===== src/rtl/sensor_frame_pkg.sv =====
// rtl/sensor_frame_pkg.sv - shared frame constants, state type and CRC-8 byte update
package sensor_frame_pkg;

  localparam int FRAME_LEN = 16;
  localparam logic [3:0] IDX_TS   = 4'd2;
  localparam logic [3:0] IDX_DATA = 4'd5;
  localparam logic [3:0] IDX_CSUM = 4'd15;

  typedef enum logic {
    IDLE = 1'b0,
    SEND = 1'b1
  } state_t;

  // CRC-8, poly 0x07, MSB first, no reflection
  function automatic logic [7:0] crc8_update(input logic [7:0] crc, input logic [7:0] data);
    logic [7:0] c;
    c = crc ^ data;
    for (int i = 0; i < 8; i++) begin
      c = c[7] ? ((c << 1) ^ 8'h07) : (c << 1);
    end
    return c;
  endfunction

endpackage


===== src/rtl/sensor_frame_packer_checksum.sv =====
// rtl/sensor_frame_packer_checksum.sv - running frame check byte; FRAME_CRC_EN selects CRC-8 over modular sum
module frame_checksum
  import sensor_frame_pkg::*;
(
  input  logic       CLK_1MHZ,
  input  logic       RESET,
  input  logic       i_clear,
  input  logic       i_byte_en,
  input  logic [7:0] i_byte,
  output logic [7:0] o_result
);

  logic [7:0] r_acc;
  logic [7:0] w_next;

`ifdef FRAME_CRC_EN
  assign w_next = crc8_update(r_acc, i_byte);
`else
  assign w_next = r_acc + i_byte;
`endif

  always_ff @(posedge CLK_1MHZ) begin
    if (RESET || i_clear) begin
      r_acc <= 8'h00;
    end else if (i_byte_en) begin
      r_acc <= w_next;
    end
  end

  assign o_result = r_acc;

endmodule


===== src/rtl/sensor_frame_packer.sv =====
// rtl/sensor_frame_packer.sv - filters stable sensor records and streams them as 16-byte frames
// Optional macro FRAME_CRC_EN: check byte is CRC-8 instead of modular sum.
module sensor_frame_packer
  import sensor_frame_pkg::*;
#(
  parameter int         STABLE_CYCLES = 4,
  parameter logic [7:0] SYNC_BYTE     = 8'hA5,
  parameter logic [7:0] FRAME_TYPE    = 8'h01
) (
  input  logic        CLK_1MHZ,
  input  logic        RESET,
  input  logic [79:0] DATA_IN,
  input  logic [23:0] TIMESTAMP,
  output logic [7:0]  BYTE_OUT,
  output logic        BYTE_VALID,
  input  logic        BYTE_READY,
  output logic        BUSY,
  output logic [7:0]  DROP_COUNT
);

  localparam logic [3:0] STAB_MAX  = 4'(STABLE_CYCLES);
  localparam logic [3:0] STAB_QUAL = 4'(STABLE_CYCLES - 1);

  state_t      r_state;
  logic [3:0]  r_idx;
  logic [79:0] r_prev;
  logic [3:0]  r_stab_cnt;
  logic [79:0] r_last_sent;
  logic        r_pend_valid;
  logic [79:0] r_pend_data;
  logic [23:0] r_pend_ts;
  logic [79:0] r_frame_data;
  logic [23:0] r_frame_ts;
  logic [7:0]  r_drop;

  logic         w_same, w_qualify, w_accept;
  logic         w_xfer, w_last, w_load_new, w_load_pend, w_load, w_csum_en;
  logic [7:0]   w_csum;
  logic [127:0] w_frame_vec;

  assign w_same    = (DATA_IN == r_prev);
  assign w_qualify = w_same && (r_stab_cnt == STAB_QUAL);
  assign w_accept  = w_qualify && (DATA_IN != r_last_sent) &&
                     !(r_pend_valid && (DATA_IN == r_pend_data));

  assign w_xfer      = (r_state == SEND) && BYTE_READY;
  assign w_last      = w_xfer && (r_idx == IDX_CSUM);
  // A record arriving with the last byte and nothing pending is loaded straight away
  assign w_load_new  = w_accept && ((r_state == IDLE) || (w_last && !r_pend_valid));
  assign w_load_pend = w_last && r_pend_valid;
  assign w_load      = w_load_new || w_load_pend;
  assign w_csum_en   = w_xfer && (r_idx != 4'd0) && (r_idx != IDX_CSUM);

  assign w_frame_vec = {SYNC_BYTE, FRAME_TYPE, r_frame_ts, r_frame_data, 8'h00};

  always_ff @(posedge CLK_1MHZ) begin
    if (RESET) begin
      r_state      <= IDLE;
      r_idx        <= 4'd0;
      r_prev       <= '0;
      r_stab_cnt   <= 4'd0;
      r_last_sent  <= '0;
      r_pend_valid <= 1'b0;
      r_pend_data  <= '0;
      r_pend_ts    <= '0;
      r_frame_data <= '0;
      r_frame_ts   <= '0;
      r_drop       <= 8'h00;
    end else begin
      r_prev <= DATA_IN;
      if (!w_same) begin
        r_stab_cnt <= 4'd0;
      end else if (r_stab_cnt != STAB_MAX) begin
        r_stab_cnt <= r_stab_cnt + 4'd1;
      end

      if (w_last) r_last_sent <= r_frame_data;

      if (w_load_new) begin
        r_frame_data <= DATA_IN;
        r_frame_ts   <= TIMESTAMP;
      end else if (w_load_pend) begin
        r_frame_data <= r_pend_data;
        r_frame_ts   <= r_pend_ts;
      end

      if (w_accept && !w_load_new) begin
        r_pend_data <= DATA_IN;
        r_pend_ts   <= TIMESTAMP;
      end
      // Pending emptied this cycle absorbs a new record without counting a drop
      if (w_load_pend) begin
        r_pend_valid <= w_accept;
      end else if (w_accept && !w_load_new) begin
        r_pend_valid <= 1'b1;
        if (r_pend_valid && (r_drop != 8'hFF)) r_drop <= r_drop + 8'd1;
      end

      if (w_load) begin
        r_state <= SEND;
        r_idx   <= 4'd0;
      end else if (w_last) begin
        r_state <= IDLE;
        r_idx   <= 4'd0;
      end else if (w_xfer) begin
        r_idx <= r_idx + 4'd1;
      end
    end
  end

  frame_checksum u_checksum (
    .CLK_1MHZ  (CLK_1MHZ),
    .RESET     (RESET),
    .i_clear   (w_load),
    .i_byte_en (w_csum_en),
    .i_byte    (BYTE_OUT),
    .o_result  (w_csum)
  );

  always_comb begin
    BYTE_OUT = 8'h00;
    if (r_state == SEND) begin
      BYTE_OUT = (r_idx == IDX_CSUM) ? w_csum : w_frame_vec[{~r_idx, 3'b000} +: 8];
    end
  end

  assign BYTE_VALID = (r_state == SEND);
  assign BUSY       = (r_state == SEND);
  assign DROP_COUNT = r_drop;

endmodule

===== config.mk =====
export PLATFORM = sky130hd
export DESIGN_NAME = sensor_frame_packer
export DESIGN_NICKNAME = d
export VERILOG_FILES = /design/src/rtl/sensor_frame_pkg.sv /design/src/rtl/sensor_frame_packer_checksum.sv /design/src/rtl/sensor_frame_packer.sv
export SDC_FILE = /design/constraint.sdc
export NUM_CORES = 1
export LEC_CHECK = 0
export CAP_MARGIN = 5
export CORE_ASPECT_RATIO = 0.5
export CORE_MARGIN = 5
export CORE_UTILIZATION = 50
export CTS_CLUSTER_DIAMETER = 40
export DETAILED_ROUTE_END_ITERATION = 10
export PLACE_DENSITY = 0.76
export SYNTH_ARGS = -nofsm -noshare
export SYNTH_HDL_FRONTEND = slang
export SYNTH_HIERARCHICAL = 1
export SYNTH_SLANG_ARGS = --single-unit

===== constraint.sdc =====
create_clock -name CLK_1MHZ -period 4.6 [get_ports CLK_1MHZ]
set_input_delay 0.92 -clock CLK_1MHZ [delete_from_list [all_inputs] [get_ports CLK_1MHZ]]
set_output_delay 0.92 -clock CLK_1MHZ [all_outputs]
set_load 0.02 [all_outputs]

==> key figures, run 1 <==
Outcome
  • Status: finished, final reports clean

Place
  • I/O Buffers: 124
  • Placed cells: 2,595
  • Place WS: -0.02877 ns
  • Routability Congestion: 1.028
  • Post-DP HPWL: 43.94 mm

Setup path
  • WP data arrival: 3.49 ns
  • CP endpoint kind: output pin
  • CP top delay family: buffers and inverters
  • Setup crit start kind: flip-flop
  • RR Startpoint: r_idx[0]
  • Worst Setup SP: r_idx[0]
  • Buffers & Inverters on Critical Path: 2
  • CP max-delay cell: clkdlybuf4s50_1
  • CP peak stage delay: 0.71 ns
  • Crit Path Category: flip-flop to output pin
  • CP Max Fanout: 11
  • Worst path required time: 3.68 ns
  • CP Cell Sequence: inv_1 > nor2_2 > a21oi_1 > o211ai_1 > o21ai_0 > a211oi_1 > clkdlybuf4s50_1
  • R2R setup slack: 0.82 ns

Worst hold path
  • Worst Hold Launch: r_frame_data[79]
  • HP Class: flip-flop to flip-flop

Pwr
  • PwrDens: 325.5 nW/um^2
  • Final Power: 7297 uW
  • Lkg Pwr: 0.008798 uW
  • Max IR drop VDD: 0.2379 mV

Clock network
  • Longest Clk Path Bufs: 3
  • Post-CTS Setup Inserts: 0
  • Clock sink count: 394
  • Clock latency on the worst-skew pair: 0.55 ns
  • Htree depth: 2
  • CTS tree: built
  • Post-CTS sizing: 0
  • Number of buffers created by CTS: 39
  • Hold_buf cts: 0
  • Worst-path clk slew: 0.06 ns
  • Root buffer cell: clkbuf_16

STA
  • Period utilization: 95.78%
  • Slew @ Worst Pin: 1.125 ns
  • Fmax achieved: 227.0 MHz
  • Crit path time final: 4.406 ns
  • Slew headroom: 24.58%
  • Slew Viols, Final: 0
  • Final Hold Fails: 0
  • Max Clock Skew: 0.02542 ns
  • Setup violators final: 0
  • RSZ-0062 raised after global routing: false
  • Setup ws final: 0.1939 ns

Drt
  • Routed WL: 60.17 mm
  • DR vias: 15,280
  • Post-DRT Antenna Nets: 0
  • Residual DRC count: 0
  • WL/cell: 22.59 um
  • Vias per inst: 5.734
  • DR pass1 iterations: 6
  • 1st-iter DRT viols: 1,814

Floorplan
  • Die X: 283.7 um
  • I/O pin count: 125
  • Die H: 146.9 um
  • Initial core utilization: 50.41%
  • Total Die Area: 41,670 sq um
  • # rows: 50
  • Core area: 37,160 sq um

Global route
  • Initial antenna violation count: 2
  • Gr usage total: 27.98%
  • Largest net degree at the start of global routing: 129
  • Vias in the first global route: 14,480
  • Grt total ovfl: 0
  • Global-route wire length before repair: 90.40 mm

Synth
  • Ys async rst share: 0%
  • Post-synth EDFFs: 0
  • Syn Area/Cell: 9.433 sq um
  • Synth cell types: 57
  • Synthesized instance count: 1,986
  • Synth Flop Type: dfxtp_1
  • Seq/Total Area, Yosys: 42.11%
  • Synth warnings: 6
  • Cell Area, Synth: 18,730 sq um
  • FF+latch count, synth: 394
  • Post-Syn Nets: 2,106

Cells and area
  • Post-Layout Cell Count: 2,664
  • Fin nets: 2,262
  • Fill cells: 3,113
  • Fraction of layout cells with a size suffix above 1: 13.28%
  • Area grow syn2layout: 19.66%

Run
  • MaxCap Viol Count: 0
==> layer usage <==
metal	track usage, %	routed length, um	up-vias
met5	0	8	-
met4	7.957	1795	2
met3	7.767	6188	132
met2	43.46	26410	637
met1	38.48	25770	7375
li1	-	-	7130
==> sequential cells by signal, summed over array words and instances, names as in the netlist <==
register,count
r_pend_data,80
DROP_COUNT,8
r_stab_cnt,4
u_checksum/o_result,8
r_pend_valid,1
r_pend_ts,24
r_prev,80
r_frame_ts,24
r_last_sent,80
r_idx,4
r_frame_data,80
BUSY,1
==> path summary, 6_finish.rpt <==
check | endpoint | cells past startpoint
worst max register to register | r_pend_ts[22] | 11
worst min-delay path | r_last_sent[79] | 2
worst max-delay path | BYTE_OUT[1] | 7
worst min register to register | r_last_sent[79] | 2
==> through the flow <==
step           hold WS [ns]  cell area [sq um]     TNS, ns  utilization (%)
6_report             0.4674              22420           0            60.32
3_3_place_gp         0.4532              21110  -0.0005747            56.79
2_1_floorplan        0.4402              18730           0                -
4_1_cts              0.4669              22410           0            60.31
3_5_place_dp         0.4584              21110    -0.02877            56.79
5_1_grt              0.4851              22420           0            60.32
==> where the power goes <==
group,leakage (uW),total [uW],switching [uW],internal [uW]
Clock,0.000651,3310,1410,1900
Combinational,0.00495,527,312,215
Sequential,0.00320,3460,16.2,3450
Total,0.00880,7300,1740,5560
==> cell type report <==
class	instances	area (sq um)	area share [%]
multi-input combinational	1449	10260	45.78
clock inverter	18	186.4	0.8317
tap	494	618.1	2.757
clock buffer	50	1120	4.996
antenna	1	2.502	0.01116
timing repair buffer	234	2247	10.02
inverter	24	90.09	0.4019
sequential	394	7890	35.20
==> Yosys cell counts (all sizes together) (14+ instances only) <==
cell type | n | area share (%)
nor2b | 101 | 3.4
nor4 | 40 | 1.4
mux4 | 17 | 2.0
xor2 | 125 | 5.8
dfxtp | 394 | 42
o21ai | 14 | 0.37
nand4 | 30 | 1.0
mux2 | 85 | 6.1
nand3 | 45 | 1.2
nor2 | 239 | 4.8
a311oi | 25 | 1.2
nand2 | 210 | 4.2
buf | 38 | 1.2
nand2b | 25 | 0.83
xnor2 | 88 | 4.1
clkbuf | 81 | 1.6
inv | 24 | 0.48
mux2i | 199 | 11
a21oi | 100 | 2.7
==> logic make-up after synthesis <==
logic type                 after synthesis  share of synthesized area, %
and+or+nand+nor                        723                         17.99
DFF                                    394                         42.11
muxes                                  301                         18.81
xor gates and xnor gates               213                         9.959
AOI/OAI and AO/OA                      199                         6.913
buffers and inverters                  143                         3.320
adders and majority gates               13                        0.9083
==> cells in the final DEF, fill, tap and decap left out, types with 4 or more instances in the layout <==
| cell | count |
|---|---|
| o2111ai_1 | 8 |
| nand2b_1 | 25 |
| dfxtp_1 | 392 |
| nor2_1 | 237 |
| ha_1 | 12 |
| clkbuf_8 | 6 |
| nand4_1 | 30 |
| nand2_1 | 209 |
| mux2_4 | 51 |
| buf_12 | 14 |
| xnor2_1 | 88 |
| clkbuf_16 | 41 |
| a311oi_1 | 25 |
| clkinv_2 | 9 |
| a2111o_1 | 7 |
| clkdlybuf4s50_1 | 123 |
| a211oi_1 | 6 |
| inv_1 | 24 |
| buf_4 | 96 |
| nand3b_1 | 4 |
| mux2_2 | 34 |
| nor2b_1 | 101 |
| mux4_2 | 17 |
| o211a_1 | 4 |
| xor2_1 | 125 |
| nor3b_1 | 4 |
| or3_1 | 6 |
| nor4_1 | 39 |
| mux2i_1 | 199 |
| a21oi_1 | 99 |
| nand3_1 | 44 |
| nor3_1 | 8 |
| o211ai_1 | 13 |
| o21ai_0 | 12 |
==> tightest hold or removal path, delay by kind of cell (launching register included) <==
family	cells	cell delay, ns
AOI/OAI and AO/OA	1	0.05
DFF	1	0.32
and+or+nand+nor	1	0.05
No activity file was read; power rests on OpenSTA's default activity.
==> run 2, diff against run 1 <==
Settings changed: CORE_UTILIZATION 50 to 55, CTS_CLUSTER_DIAMETER 40 to not set, PLACE_DENSITY 0.76 to 0.82.
==> key figures, run 2 (synthesis gave the netlist of run 1 again) <==
Outcome
  • Status: finished, final reports clean

Run
  • MaxCap Viol Count: 0

Clock network
  • Number of buffers created by CTS: 35
  • Clock sink count: 394
  • Htree depth: 2
  • Clock latency on the worst-skew pair: 0.55 ns
  • Post-CTS Setup Inserts: 0
  • Root buffer cell: clkbuf_16
  • Longest Clk Path Bufs: 3
  • CTS tree: built
  • Post-CTS sizing: 0
  • Worst-path clk slew: 0.07 ns
  • Hold_buf cts: 0

Global route
  • Largest net degree at the start of global routing: 132
  • Gr usage total: 29.76%
  • Vias in the first global route: 14,600
  • Global-route wire length before repair: 88.95 mm
  • Grt total ovfl: 0
  • Initial antenna violation count: 2

Pwr
  • Max IR drop VDD: 0.2241 mV
  • Lkg Pwr: 0.008491 uW
  • PwrDens: 325.9 nW/um^2
  • Final Power: 7112 uW

Cells and area
  • Commonest cells after routing, fill and taps aside: 392 x dfxtp_1, 238 x nor2_1, 209 x nand2_1
  • Fraction of layout cells with a size suffix above 1: 10.71%
  • Final instance area: 21,820 sq um
  • Commonest non-fill, non-tap cell in the layout: dfxtp_1
  • Fin nets: 2,204
  • Area grow syn2layout: 16.49%
  • Fill cells: 2,547

STA
  • Hold WS: 0.4665 ns
  • RSZ-0062 raised after global routing: false
  • Final Hold Fails: 0
  • Max Clock Skew: 0.02798 ns
  • Fmax achieved: 220.4 MHz
  • Slew @ Worst Pin: 1.109 ns
  • TNS Setup: 0 ns
  • Crit path time final: 4.537 ns
  • Setup violators final: 0
  • Slew headroom: 26.07%
  • Period utilization: 98.64%
  • Slew Viols, Final: 0

Floorplan
  • Initial core utilization: 56.18%
  • I/O pin count: 125
  • Core area: 33,340 sq um
  • Die X: 271.0 um
  • # rows: 47
  • Die H: 140.5 um
  • Total Die Area: 38,070 sq um

Setup path
  • Crit Path Category: flip-flop to output pin
  • CP endpoint kind: output pin
  • WP data arrival: 3.62 ns
  • Setup crit start kind: flip-flop
  • Worst path required time: 3.68 ns
  • R2R setup slack: 0.76 ns
  • CP Max Fanout: 10

Place
  • Post-DP HPWL: 41.62 mm
  • Routability Congestion: 1.104
  • Placed cell areas: 20,610 sq um
  • I/O Buffers: 124

Drt
  • Routed WL: 58.53 mm
  • WL/cell: 22.94 um
  • DR pass1 iterations: 6
  • Vias per inst: 6.009
  • Residual DRC count: 0
  • Post-DRT Antenna Nets: 0
  • 1st-iter DRT viols: 1,942
  • DR vias: 15,340

Worst hold path
  • HP Class: flip-flop to flip-flop
==> run 2: cell types whose count changed in the layout (fill, tap and decap cells not counted) <==
cell and change:
buf_4 -52, clkbuf_16 -4, clkinv_4 -3, buf_12 -2
clkbuf_1 +2, inv_6 -2, bufinv_16 +1, clkbuf_8 +1
clkinv_2 +1, clkinvlp_4 -1, nor2_1 +1, nor2_2 -1
==> run 2: where the power goes <==
part | total [uW] | switching, uW | leakage, uW | internal, uW
logic | 494 | 300 | 0.00469 | 194
registers | 3460 | 16.5 | 0.00320 | 3450
clock network | 3150 | 1340 | 0.000608 | 1810
==> run 2: metrics by stage <==
stage,utilization (%),cells,setup slack (ns)
final,65.45,2552,0.06274
after CTS,65.44,2551,0.1747
after global placement,61.81,2488,0.09018
after floorplan,-,1986,0.6503
after detailed placement,61.81,2488,0.07169
after global routing,65.45,2552,0.02924
==> run 2: cell type report <==
type	count	area (sq um)	share of cell area, %
inverter	24	90.09	0.4128
multi-input combinational	1449	10260	47.02
tap	441	551.8	2.529
sequential	394	7890	36.16
clock buffer	49	1041	4.770
antenna	1	2.502	0.01147
clock inverter	14	170.2	0.7798
timing repair buffer	180	1817	8.325
==> run 2: worst paths after layout <==
kind | to | cells after the start | startpoint
worst max-delay path | BYTE_OUT[1] | 8 | r_idx[0]
worst max register to register | u_checksum/o_result[4] | 14 | r_idx[0]
worst min register to register | r_last_sent[75] | 2 | r_frame_data[75]
worst min-delay path | r_last_sent[75] | 2 | r_frame_data[75]
==> run 2: metal layers <==
metal / up-vias / part of all wire, % / track usage [%] / wire, um
li1: 7002 / - / - / -
met1: 7403 / 41 / 39.52 / 23900
met2: 786 / 45 / 46.44 / 26080
met3: 143 / 11 / 9.569 / 6418
met4: 2 / 3.6 / 9.478 / 2118
met5: - / 0.014 / 0 / 8
==> run 2: critical path, cell delays in order, from the launching register on <==
cell and delay, ns:
dfxtp_2 0.51, inv_1 0.07, buf_4 0.17, nor2_1 0.49
a21oi_1 0.16, o211ai_1 0.11, o21ai_0 0.24, a211oi_1 0.61
clkdlybuf4s50_1 0.72
